**src/rtl/serial_subtractor_pkg.sv**
```systemverilog
// Shared types and helpers for the bit-serial subtractor.
package serial_sub_pkg;

    typedef enum logic [1:0] {
        IDLE,
        SHIFT,
        DONE
    } state_t;

    // Bit counter width; never narrower than one bit.
    function automatic int unsigned cnt_width(input int unsigned width);
        return (width < 2) ? 1 : $clog2(width);
    endfunction

endpackage

```
**src/rtl/serial_subtractor_if.sv**
```systemverilog
// Start/result bundle for serial_subtractor.
// The ovf signal exists only when SERIAL_SUB_OVF_EN is defined.
interface serial_subtractor_if #(
    parameter int unsigned WIDTH = 4
);
    logic             start;
    logic [WIDTH-1:0] a;
    logic [WIDTH-1:0] b;
    logic             bin;
    logic             busy;
    logic             done;
    logic [WIDTH-1:0] diff;
    logic             bout;
`ifdef SERIAL_SUB_OVF_EN
    logic             ovf;
`endif

    modport master (
        output start, a, b, bin,
        input  busy, done, diff, bout
`ifdef SERIAL_SUB_OVF_EN
        , input ovf
`endif
    );

    modport slave (
        input  start, a, b, bin,
        output busy, done, diff, bout
`ifdef SERIAL_SUB_OVF_EN
        , output ovf
`endif
    );

endinterface

```
**src/rtl/full_subtractor.sv**
```systemverilog
// One-bit full subtractor cell: a - b - bin.
module full_subtractor (
    input  logic a,
    input  logic b,
    input  logic bin,
    output logic diff,
    output logic bout
);

    assign diff = a ^ b ^ bin;
    assign bout = (~a & b) | (~(a ^ b) & bin);

endmodule

```
**src/rtl/serial_subtractor.sv**
```systemverilog
// Bit-serial WIDTH-bit subtractor, LSB first, one full_subtractor cell.
// Optional signed overflow output enabled by SERIAL_SUB_OVF_EN.
module serial_subtractor
    import serial_sub_pkg::*;
#(
    parameter int unsigned WIDTH = 4
) (
    input logic               clk,
    input logic               rst,
    serial_subtractor_if.slave bus
);

    localparam int unsigned CW = cnt_width(WIDTH);

    state_t           state;
    state_t           state_next;
    logic [WIDTH-1:0] a_sr;
    logic [WIDTH-1:0] b_sr;
    logic [WIDTH-1:0] diff_sr;
    logic [CW-1:0]    cnt;
    logic             br;
    logic             bout_r;
    logic             accept;
    logic             last;
    logic             d_bit;
    logic             br_next;
`ifdef SERIAL_SUB_OVF_EN
    logic             ovf_r;
`endif

    full_subtractor u_cell (
        .a    (a_sr[0]),
        .b    (b_sr[0]),
        .bin  (br),
        .diff (d_bit),
        .bout (br_next)
    );

    // State register.
    always_ff @(posedge clk or posedge rst) begin
        if (rst) state <= IDLE;
        else     state <= state_next;
    end

    // Next-state logic, start acceptance and last-bit detection.
    always_comb begin
        state_next = state;
        accept     = 1'b0;
        last       = 1'b0;
        case (state)
            IDLE: begin
                if (bus.start) begin
                    accept     = 1'b1;
                    state_next = SHIFT;
                end
            end
            SHIFT: begin
                if (cnt == CW'(WIDTH - 1)) begin
                    last       = 1'b1;
                    state_next = DONE;
                end
            end
            DONE: begin
                if (bus.start) begin
                    accept     = 1'b1;
                    state_next = SHIFT;
                end else begin
                    state_next = IDLE;
                end
            end
            default: state_next = IDLE;
        endcase
    end

    // Operand load, per-bit shift and result capture on the final bit.
    always_ff @(posedge clk or posedge rst) begin
        if (rst) begin
            a_sr    <= '0;
            b_sr    <= '0;
            diff_sr <= '0;
            cnt     <= '0;
            br      <= 1'b0;
            bout_r  <= 1'b0;
`ifdef SERIAL_SUB_OVF_EN
            ovf_r   <= 1'b0;
`endif
        end else if (accept) begin
            a_sr    <= bus.a;
            b_sr    <= bus.b;
            br      <= bus.bin;
            diff_sr <= '0;
            cnt     <= '0;
            bout_r  <= 1'b0;
`ifdef SERIAL_SUB_OVF_EN
            ovf_r   <= 1'b0;
`endif
        end else if (state == SHIFT) begin
            a_sr    <= a_sr >> 1;
            b_sr    <= b_sr >> 1;
            br      <= br_next;
            diff_sr <= {d_bit, diff_sr[WIDTH-1:1]};
            cnt     <= cnt + 1'b1;
            if (last) begin
                bout_r <= br_next;
`ifdef SERIAL_SUB_OVF_EN
                // Borrow into the MSB is br; borrow out of it is br_next.
                ovf_r  <= br ^ br_next;
`endif
            end
        end
    end

    assign bus.busy = (state == SHIFT);
    assign bus.done = (state == DONE);
    assign bus.diff = diff_sr;
    assign bus.bout = bout_r;
`ifdef SERIAL_SUB_OVF_EN
    assign bus.ovf  = ovf_r;
`endif

endmodule

```
**src/flat_wrapper.sv**
```systemverilog
// flat-port wrapper written by rule: the top's interface ports become plain ports
module serial_subtractor_flat import serial_sub_pkg::*;
#(
    parameter int unsigned WIDTH = 4
)
  (clk, rst, bus_start, bus_a, bus_b, bus_bin, bus_busy, bus_done, bus_diff, bus_bout);
  serial_subtractor_if #(.WIDTH(WIDTH)) bus_i ();
  input logic clk;
  input logic rst;
  input wire logic [$bits(bus_i.start)-1:0] bus_start;
  input wire logic [$bits(bus_i.a)-1:0] bus_a;
  input wire logic [$bits(bus_i.b)-1:0] bus_b;
  input wire logic [$bits(bus_i.bin)-1:0] bus_bin;
  output wire logic [$bits(bus_i.busy)-1:0] bus_busy;
  output wire logic [$bits(bus_i.done)-1:0] bus_done;
  output wire logic [$bits(bus_i.diff)-1:0] bus_diff;
  output wire logic [$bits(bus_i.bout)-1:0] bus_bout;
  assign bus_i.start = bus_start;
  assign bus_i.a = bus_a;
  assign bus_i.b = bus_b;
  assign bus_i.bin = bus_bin;
  assign bus_busy = bus_i.busy;
  assign bus_done = bus_i.done;
  assign bus_diff = bus_i.diff;
  assign bus_bout = bus_i.bout;
  serial_subtractor #(.WIDTH(WIDTH)) u_core (.clk(clk), .rst(rst), .bus(bus_i));
endmodule
```
**config.mk**
```make
export PLATFORM = sky130hd
export DESIGN_NAME = serial_subtractor_flat
export DESIGN_NICKNAME = d
export VERILOG_FILES = /design/src/rtl/serial_subtractor_pkg.sv /design/src/rtl/serial_subtractor_if.sv /design/src/rtl/full_subtractor.sv /design/src/rtl/serial_subtractor.sv /design/src/flat_wrapper.sv
export SDC_FILE = /design/constraint.sdc
export NUM_CORES = 1
export LEC_CHECK = 0
export CAP_MARGIN = 20
export CORE_MARGIN = 2
export CORE_UTILIZATION = 50
export CTS_CLUSTER_DIAMETER = 50
export DETAILED_ROUTE_END_ITERATION = 8
export GPL_ROUTABILITY_DRIVEN = 1
export PLACE_DENSITY = 0.74
export SETUP_SLACK_MARGIN = 0.02
export SLEW_MARGIN = 10
export SYNTH_ARGS = -nofsm -noshare
export SYNTH_HDL_FRONTEND = slang
export SYNTH_SLANG_ARGS = --single-unit
```
**constraint.sdc**
```tcl
create_clock -name clk -period 1.93 [get_ports clk]
set_input_delay 0.193 -clock clk [delete_from_list [all_inputs] [get_ports clk]]
set_output_delay 0.193 -clock clk [all_outputs]
set_load 0.01 [all_outputs]
```
### After elaboration in Yosys (flattened, before gate mapping)

Index checks and enable logic that the tools add are counted.

| storage, ports and cells | value |
|---|---|
| register bits after elaboration | 18 |
| bits of input ports | 12 |
| word-level logic and storage cells | 47 |

| cells by class | value |
|---|---|
| add/sub/neg operators | 1 |
| equality and inequality tests | 5 |
| multiplexer cells | 21 |
| bitwise operators | 7 |
| reductions and logical operators | 6 |

Operators with widths:

| kind | number |
|---|---|
| 4-bit two-way mux | 6 |
| 1-bit two-way mux | 10 |
| 2-bit two-way mux | 4 |
| 2-bit one-hot mux with 3 select lines | 1 |
| 2-bit equality test, second input constant | 2 |
| 2-bit AND reduction | 2 |
| 2-bit nonzero test | 2 |
| 2-bit by 1-bit adder with 2-bit output, second input constant | 1 |
| 1-bit bitwise AND | 2 |
| 2-bit by 1-bit equality test with 1-bit output, second input constant | 1 |
| 2-bit zero test | 1 |
| 2-bit by 1-bit inequality test with 1-bit output, second input constant | 1 |
| 2-bit inequality test, second input constant | 1 |
| 1-bit inverter | 2 |
| 2-bit OR reduction | 1 |
| 1-bit XOR | 2 |
| 1-bit OR | 1 |

### Depth between registers and ports, before layout

Gate-level depths: netlist (run 1).

| logic depth | value |
|---|---|
| depth after elaboration | 7 |
| gate-level depth with buffers | 5 |

### Hierarchy

Synthesis (run 1) repeated with hierarchy kept, for this count alone.

| second synthesis, totals | value |
|---|---|
| cell total of the unflattened synthesis | 79 |
| area, all modules | 879.6 um^2 |

Modules (own cells, without submodules):

| module | times used | cells each | area an instance (um^2) | sequential area each (um^2) |
|---|---|---|---|---|
| serial_subtractor | 1 | 75 | 848.3 | 450.4 |
| full_subtractor | 1 | 4 | 31.3 | 0.0 |

### Worst setup path after synthesis (run 1)

OpenSTA, ideal clock, no wires.

| timing path | value |
|---|---|
| kind | flip-flop to flip-flop |
| from | reg u_core.a_sr[0] |
| to | reg u_core.diff_sr[3], in the netlist u_core.bus.diff[3] |
| arrival time | 1.209 ns |
| data required time | 1.804 ns |
| path slack | 0.595 ns |
| stages on the path, launching flop included | 5 |
| period minus slack after synthesis | 1.335 ns |
| cell sequence | dfrtp_1 > fa_1 > mux2_2 > nand2_1 > o21ai_0 |

| on the way | value |
|---|---|
| cells in the longest elaborated chain, start to end | 4 |

RTL lines:

| what | RTL line | text |
|---|---|---|
| start: declaration | serial_subtractor.sv:17 | `logic [WIDTH-1:0] a_sr;` |
| start signal: assignment | serial_subtractor.sv:88 | `a_sr <= bus.a;` |
| start signal: assignment | serial_subtractor.sv:98 | `a_sr <= a_sr >> 1;` |
| 1-bit XOR (2 in a row) | full_subtractor.sv:10 | `assign diff = a ^ b ^ bin;` |
| 4-bit two-way mux | serial_subtractor.sv:97 | `end else if (state == SHIFT) begin` |
| 4-bit two-way mux | serial_subtractor.sv:87 | `end else if (accept) begin` |
| end signal: assignment | serial_subtractor.sv:101 | `diff_sr <= {d_bit, diff_sr[WIDTH-1:1]};` |
| end: declaration | serial_subtractor.sv:19 | `logic [WIDTH-1:0] diff_sr;` |

Every way passes these cells. The select of a mux whose other input is x is not followed.
A chain may end at the register's enable or synchronous reset.

### Worst setup path in the final report (run 1)

| timing path | value |
|---|---|
| from | reg u_core.state[1] |
| to | out bus_busy |

| on the way | value |
|---|---|
| cells in the longest elaborated chain, start to end | 1 |

RTL lines:

| what | RTL line | text |
|---|---|---|
| start: declaration | serial_subtractor.sv:15 | `state_t state;` |
| start signal: assignment | serial_subtractor.sv:42 | `else state <= state_next;` |
| 2-bit by 1-bit equality test with 1-bit output | serial_subtractor.sv:113 | `assign bus.busy = (state == SHIFT);` |
| end: declaration | flat_wrapper.sv:14 | `output wire logic [$bits(bus_i.busy)-1:0] bus_busy;` |

Every way passes these cells.

==> results.md, run 1 <==
- The post-route non-filler standard cell count is 138.
- Detailed placement finished with a half-perimeter wire length of 1300 um.
- In this run the critical register-to-register path is launched from u_core.b_sr[0]$_DFFE_PP0P_.
- The startpoint kind of the worst setup timing path is a register.
- The final setup skew is 7.56 ps.
- The count of yosys warnings during synthesis is 0.
- Setup slack on the critical path of the routed design comes to about 220 ps.
- The initial core utilization is 51.9%.
- The cell area after synthesis is 987 sq um.
- In this run the worst path has a maximum fanout of 4.
- The largest individual stage delay along the critical path comes from the cell sky130_fd_sc_hd__clkdlybuf4s50_1.
- In the final layout, flip-flops and latches occupy around 450 sq um.
- Row generation in the floorplan step produced 16 rows.
- The final cycle utilization of the critical path is 88.6%.
- Port buffering added 18 buffers.
- The worst setup path is of the register to output port kind.
- The total DRC errors in the routed layout is 0.
- The achievable frequency is a little under 600 MHz.
- The run finished with clean final reports.
- After the first detailed-routing iteration, the DRC count stood at 6.
- The number of hold violations in the final report came to 0.
- Summing the sequential cell areas from Yosys gives 45.6% of the chip area.
- The number of nets produced by synthesis is around 110.
- The number of filler cells placed in the layout is about 160.
- Post-CTS repair changed the size of 0 cells.
- At the end of the flow the core is filled with cells to 63.8%.
- The number of buffers created by CTS is 3.
- The endpoint identified for the worst register-to-register timing path is u_core.bus.diff[3]$_DFFE_PP0P_.
- After clock tree synthesis, the flow added hold-fix buffers numbering 0.
- The floorplan core area is between 1500 and 2000 sq um.
- The worst-margin pin slew is 678 ps.
- The clock tree from TritonCTS is yes.
- The clock sink count is 18.
- The largest net degree at the start of global routing is 20.
- In the final layout, the share of cells above drive strength 1 is 11.7%.
- The I/O pin count is 19.
- For the worst-skew pair, the clock arrives at the later sink with an insertion delay of 290 ps.
- The cell count after synthesis is 91.
- Before antenna repair, the detailed router went through 3 iterations.
- The via count of the first global-routing pass was 753.
- The leakage power is 0.521 nW.
- Across every metal layer, demand over resource in global routing totals roughly 18%.
- Counting flops with a built-in enable in the synthesized netlist gives 0.
- The area of combinational cells with multiple inputs is around 460 sq um.
- At the worst endpoint, the arrival time is 1520 ps.
- The die extent in x is 48.4 um.
- In this design, the stage delay of the slowest critical-path cell is 550 ps.
- The path class of the lowest-slack min-delay path is input pin to async pin.
- At the placement stage, the worst setup path has a slack of 513 ps.
- Summed over all layers, the global routing overflow is 0.
- Data on the critical path is required at its endpoint by 1740 ps.
- In this run, synthesis produced a sequential element count of 18.
- The shortest period the worst path allows is 1710 ps.
- The depth of the CTS H-tree is 1.
- The buffer cell driving the clock tree root is sky130_fd_sc_hd__clkbuf_4.
- Routability-driven placement finished with a final weighted congestion of 0.688.
- The tool flagged a number of max-cap violations equal to 0.
- A synthesized cell averages 10.8 sq um.
- The total setup buffers inserted after CTS is 0.
- Counting both buffers and inverters, the worst setup path holds a total of 1.
- Across all register-to-register paths, the minimum setup slack is a little over 500 ps.
- The number of different library cells in the post-synthesis netlist is 25.
- Setup repair after global routing left no endpoint under its margin.
- The overall die area is 2350 sq um.
- The predominant post-synthesis flop cell is sky130_fd_sc_hd__dfrtp_1.
- Traced cell by cell, the critical path runs through and2b_1 -> clkdlybuf4s50_1.
- The initial antenna violation count is 0.
- The number of buffers on the longest clock path is 2.
- The worst setup path is captured at an output port.
- The synthesis-to-finish area growth is 22.9%.
- The number of antenna diodes is 0.
- The total wirelength of the detailed-routed design is roughly 1800 um.
- The number of pins exceeding their max-slew limit in the final report is 0.
- The cell family contributing the most delay on the critical path is buffers and inverters.
- In the final routed layout, each cell accounts on average for 13.4 um.
- The first-pass GRT wire length is between 3000 and 4000 um.
- The worst slew margin relative to its limit is 54.7%.
- The depth of the most critical reg-to-reg path is 5.
- The power density over the cells is 1510 nW/um^2.
- The smallest hold slack is just under 300 ps.
- After clock tree synthesis, the clock-pin slew on the worst setup and hold paths is 110 ps.
- The summed negative setup slack over all endpoints is 0 ps.
- The worst-case IR drop observed on VDD is 0.804 mV.
- The via count normalized by instance count is 5.20.
- The proportion of register bits with asynchronous set or reset after synthesis is between 90% and 100%.
- The final layout net count is 126.
- Measured along the y axis, the die boundary spans 48.4 um.
- The antenna violation net count after detailed routing is 0.
- The number of placed instances, taps included is roughly 130.
- The vias after detailed routing is about 720.
- The final count of negative-setup-slack endpoints is 0.
## cell usage in the layout, fill, tap and decap left out, types with 3 or more instances in the layout
| cell | instances |
|---|---|
| sky130_fd_sc_hd__nor2_1 | 3 |
| sky130_fd_sc_hd__buf_4 | 5 |
| sky130_fd_sc_hd__dfrtp_1 | 18 |
| sky130_fd_sc_hd__nor2b_1 | 8 |
| sky130_fd_sc_hd__a22o_1 | 4 |
| sky130_fd_sc_hd__inv_1 | 3 |
| sky130_fd_sc_hd__o21ai_0 | 4 |
| sky130_fd_sc_hd__nand2_1 | 4 |
| sky130_fd_sc_hd__clkdlybuf4s50_1 | 18 |
| sky130_fd_sc_hd__a211oi_1 | 7 |
| sky130_fd_sc_hd__clkbuf_4 | 3 |
| sky130_fd_sc_hd__mux2i_1 | 8 |
| sky130_fd_sc_hd__a21oi_1 | 8 |
## layout make-up
type / instances / share of cell area (%)
clock buffer: 4 / 2.99
timing repair buffer: 23 / 17.9
tap: 27 / 2.78
sequential: 18 / 37.1
inverter: 3 / 0.928
multi-input combinational: 63 / 38.2
## layer usage
| layer | vias up | track usage [%] | routed length, um |
|---|---|---|---|
| met4 | 0 | 5.71 | 21 |
| met1 | 345 | 23.2 | 877 |
| met5 | - | 0 | 0 |
| met2 | 13 | 29.4 | 874 |
| li1 | 356 | - | - |
| met3 | 3 | 4.63 | 74 |
## sequential cells by signal, summed over array words and instances (netlist names)
register / count
u_core.cnt: 2
u_core.bus.bout: 1
u_core.b_sr: 4
u_core.br: 1
u_core.a_sr: 4
u_core.bus.diff: 4
u_core.state: 2
## worst max-delay path by stage
stage | startpoint | end | slack (ps) | cells after the start
floorplan | u_core.a_sr[0]$_DFFE_PP0P_ | u_core.bus.diff[3]$_DFFE_PP0P_ | 590 | 4
global placement | u_core.b_sr[0]$_DFFE_PP0P_ | u_core.bus.diff[3]$_DFFE_PP0P_ | 560 | 5
detailed placement | bus_start | u_core.br$_DFFE_PP0P_ | 510 | 5
CTS | u_core.state[1]$_DFFE_PP0P_ | bus_busy | 210 | 2
global route | u_core.state[1]$_DFFE_PP0P_ | bus_busy | 160 | 2
finish | u_core.state[1]$_DFFE_PP0P_ | bus_busy | 220 | 2
## stage by stage
step                area (sq um)  power [mW]
detailed placement          1180        1.61
finish                      1210        1.83
floorplan                    987        1.34
global route                1210        2.00
global placement            1180        1.57
CTS                         1210        1.85
## power by group
group | switching, mW | total (mW) | internal, mW | leakage (nW)
Sequential | 0.140 | 0.691 | 0.551 | 0.224
Clock | 0.117 | 0.232 | 0.115 | 0.0210
Combinational | 0.398 | 0.908 | 0.511 | 0.277
Total | 0.655 | 1.83 | 1.18 | 0.521
## cells by family (layout without fill, tap and decap cells)
kind of cell / Yosys count / after routing / synth area share [%]
AND/OR/NAND/NOR: 23 / 23 / 12.9
adder cells (fa/ha/maj): 2 / 2 / 3.30
XOR/XNOR: 1 / 1 / 0.887
AO/OA/AOI/OAI: 25 / 25 / 16.5
multiplexers: 12 / 12 / 13.4
buffers and inverters: 10 / 30 / 7.35
flip-flops: 18 / 18 / 45.6
## cell usage after synthesis, types with 3 or more instances
| library cell | instances | area share, % |
|---|---|---|
| sky130_fd_sc_hd__buf_6 | 3 | 3.4 |
| sky130_fd_sc_hd__a22o_1 | 4 | 3.5 |
| sky130_fd_sc_hd__a21oi_1 | 8 | 4.1 |
| sky130_fd_sc_hd__nor2b_1 | 8 | 5.1 |
| sky130_fd_sc_hd__nand2_1 | 4 | 1.5 |
| sky130_fd_sc_hd__inv_1 | 3 | 1.1 |
| sky130_fd_sc_hd__dfrtp_1 | 18 | 46 |
| sky130_fd_sc_hd__nor2_1 | 3 | 1.1 |
| sky130_fd_sc_hd__o21ai_0 | 4 | 2.0 |
| sky130_fd_sc_hd__buf_4 | 3 | 2.3 |
| sky130_fd_sc_hd__a211oi_1 | 7 | 5.3 |
| sky130_fd_sc_hd__mux2i_1 | 8 | 8.1 |
Power figures use the tool's default switching activity.
==> run 2: changes to the inputs <==
Settings changed: MAX_ROUTING_LAYER set to met4.
==> results.md, run 2 (synthesis results as in run 1) <==
- Routability-driven placement finished with a final weighted congestion of just under 0.7.
- The required time of the critical path is roughly 1700 ps.
- The first-pass GRT wire length is 3280 um.
- The hold buffer count at cts is 0.
- The initial antenna violation count is 0.
- Clock tree synthesis found a total of 18 sinks.
- After clock tree synthesis, the repair step resized 0 gates.
- The number of pins exceeding their max-slew limit in the final report is 0.
- The signal on the critical path passes through and2b_1 -> clkdlybuf4s50_1.
- The worst hold path belongs to the class input pin to async pin.
- For this run, the total global-route usage over all layers was measured as 18.4%.
- Entering global routing, the biggest net connects 20 pins.
- In this run the deepest clock path goes through 2 buffers.
- The final layout contains routed wiring with a total length of around 1800 um.
- The number of hold violations in the final report is 0.
- The power density over the cells is 1510 nW/um^2.
- The per-cell routed wire length is around 13 um.
- The startpoint kind of the worst setup timing path is a register.
- The worst pin sits at a relative slew slack of between 50% and 60%.
- Of all nets on the critical path, the largest fanout is 4.
- The overall die area is 2350 sq um.
- The die extent in x is roughly 48 um.
- Global routing used 4.32% of the available met3 tracks.
- The synthesis-to-finish area growth is 22.9%.
- The global routing stage identified its most utilized layer as met2.
- From bottom edge to top edge, the die measures approximately 48 um.
- The detailed placer's ending HPWL is 1300 um.
- Summing over every cut layer, the via total after detailed routing is 717.
- In this run the number of H-tree levels came out at 1.
- The leakage power is between 0.5 and 0.6 nW.
- TritonCTS built the clock tree.
- The cell at the slowest stage of the critical path is sky130_fd_sc_hd__clkdlybuf4s50_1.
- The count of buffers added on input and output ports is 18.
- The core region is 1900 sq um.
- The routed design could run at a clock period as short as 1710 ps.
- The met1 usage in global routing is 23.4%.
- Timing would allow up to 585 MHz.
- The clock transition time at the flip-flop clock pins of the worst setup and hold paths is between 100 and 150 ps.
- The global route total overflow is 0.
- The worst-margin pin slew is 678 ps.
- The count of nets left with antenna violations once routing finished came out at 0.
- The first TritonRoute pass finished after 3 iterations.
- Dividing the detail-routed via count by the number of cells gives 5.20.
- The data arrival time of the critical path is 1520 ps.
- After filler insertion, the fill cell instance count of the layout stands at 163.
- The via count of the first global-routing pass is ~750.
- The delay contributed by the slowest stage of the critical path is 550 ps.
- Setup violations remaining at the end of the flow were counted as 0.
- Setup repair after global routing left no endpoint under its margin.
- The number of setup buffers added after CTS is 0.
- Clock latency on the worst-skew pair, taken at its later pin, is 290 ps.
- In this run, CTS created clock tree buffers numbering 3.
- Between clock sinks in the finished design, the worst skew comes to 7.56 ps.
- At the end of the flow the core is filled with cells to between 60% and 70%.
- The flow ran to the end, and the final reports show no timing, DRC or antenna violations.
- The final cycle utilization of the critical path is 88.6%.
- After floorplanning, the core was divided into 16 placement rows.
- Hold timing on the final database bottoms out at a slack of roughly 290 ps.
- For this design the top-level I/O count stands at 19.
- For this configuration, the core starts out at a cell density of 51.9%.
- The number of antenna diodes in the final layout is 0.
- The total DRC errors in the routed layout is 0.
- For this block, the initial DRC count from the detailed router was 6.
- The met2 track utilization from global routing is 29.4%.
- The buffer cell driving the clock tree root is sky130_fd_sc_hd__clkbuf_4.
- The final layout net count is 126.
- IR analysis of the VDD net gives a maximum drop of 0.804 mV.
- The share of cells above drive strength 1 is around an eighth.
- The library cells used most frequently in the layout, excluding fill and tap cells, are sky130_fd_sc_hd__clkdlybuf4s50_1, sky130_fd_sc_hd__dfrtp_1, sky130_fd_sc_hd__mux2i_1, sky130_fd_sc_hd__nor2b_1, sky130_fd_sc_hd__a21oi_1.
- The number of max-cap violations is 0.
- The type of destination of the critical path is an output port.
- Setup total negative slack on the finished layout was measured at 0 ps.
- By startpoint and endpoint, the worst setup path is classified as register to output port.
-- run 2: final timing paths --
path                                              from  depth (start not counted)                        endpoint  slack, ps
setup / recovery           u_core.state[1]$_DFFE_PP0P_                          2                        bus_busy        220
hold / removal                                     rst                          2       u_core.cnt[0]$_DFFE_PP0P_        290
setup reg to reg            u_core.b_sr[0]$_DFFE_PP0P_                          5  u_core.bus.diff[3]$_DFFE_PP0P_        510
hold reg to reg              u_core.cnt[1]$_DFFE_PP0P_                          1       u_core.cnt[1]$_DFFE_PP0P_        540
max in group asynchronous                          rst                          2  u_core.bus.diff[3]$_DFFE_PP0P_       1200
min in group clk             u_core.cnt[1]$_DFFE_PP0P_                          1       u_core.cnt[1]$_DFFE_PP0P_        540
-- run 2: critical path: cells and delay by family (launching register included) --
family,cells,cell delay (ps)
flip-flops,1,420
buffers and inverters,1,550
AND/OR/NAND/NOR,1,250
-- run 2: final cells by class --
class / instances / area, sq um / share of cell area (%)
clock buffers: 4 / 36.3 / 2.99
inverters: 3 / 11.3 / 0.928
multi-input cells: 63 / 464 / 38.2
flip-flops and latches: 18 / 450 / 37.1
well taps: 27 / 33.8 / 2.78
repair buffers: 23 / 218 / 17.9
-- run 2: report_power, final --
part           total (mW)  internal [mW]  switching [mW]  leakage [nW]
Combinational       0.908          0.511           0.398         0.277
Sequential          0.691          0.551           0.140         0.224
Clock               0.232          0.115           0.117        0.0210
Total                1.83           1.18           0.655         0.521
-- run 2: routing by layer --
| metal | up-vias | share of wire (%) |
|---|---|---|
| met1 | 345 | 48 |
| met5 | - | 0 |
| met2 | 13 | 47 |
| met4 | 0 | 1.1 |
| li1 | 356 | - |
| met3 | 3 | 3.6 |
-- run 2: through the flow --
stage                     total power [mW]  std cells  setup WS, ps  instance area, sq um
after detailed placement              1.61        134           513                  1180
after floorplan                       1.34         91           595                   987
after CTS                             1.85        138           213                  1210
final                                 1.83        138           221                  1210
after global placement                1.57        134           562                  1180
after global routing                  2.00        138           164                  1210
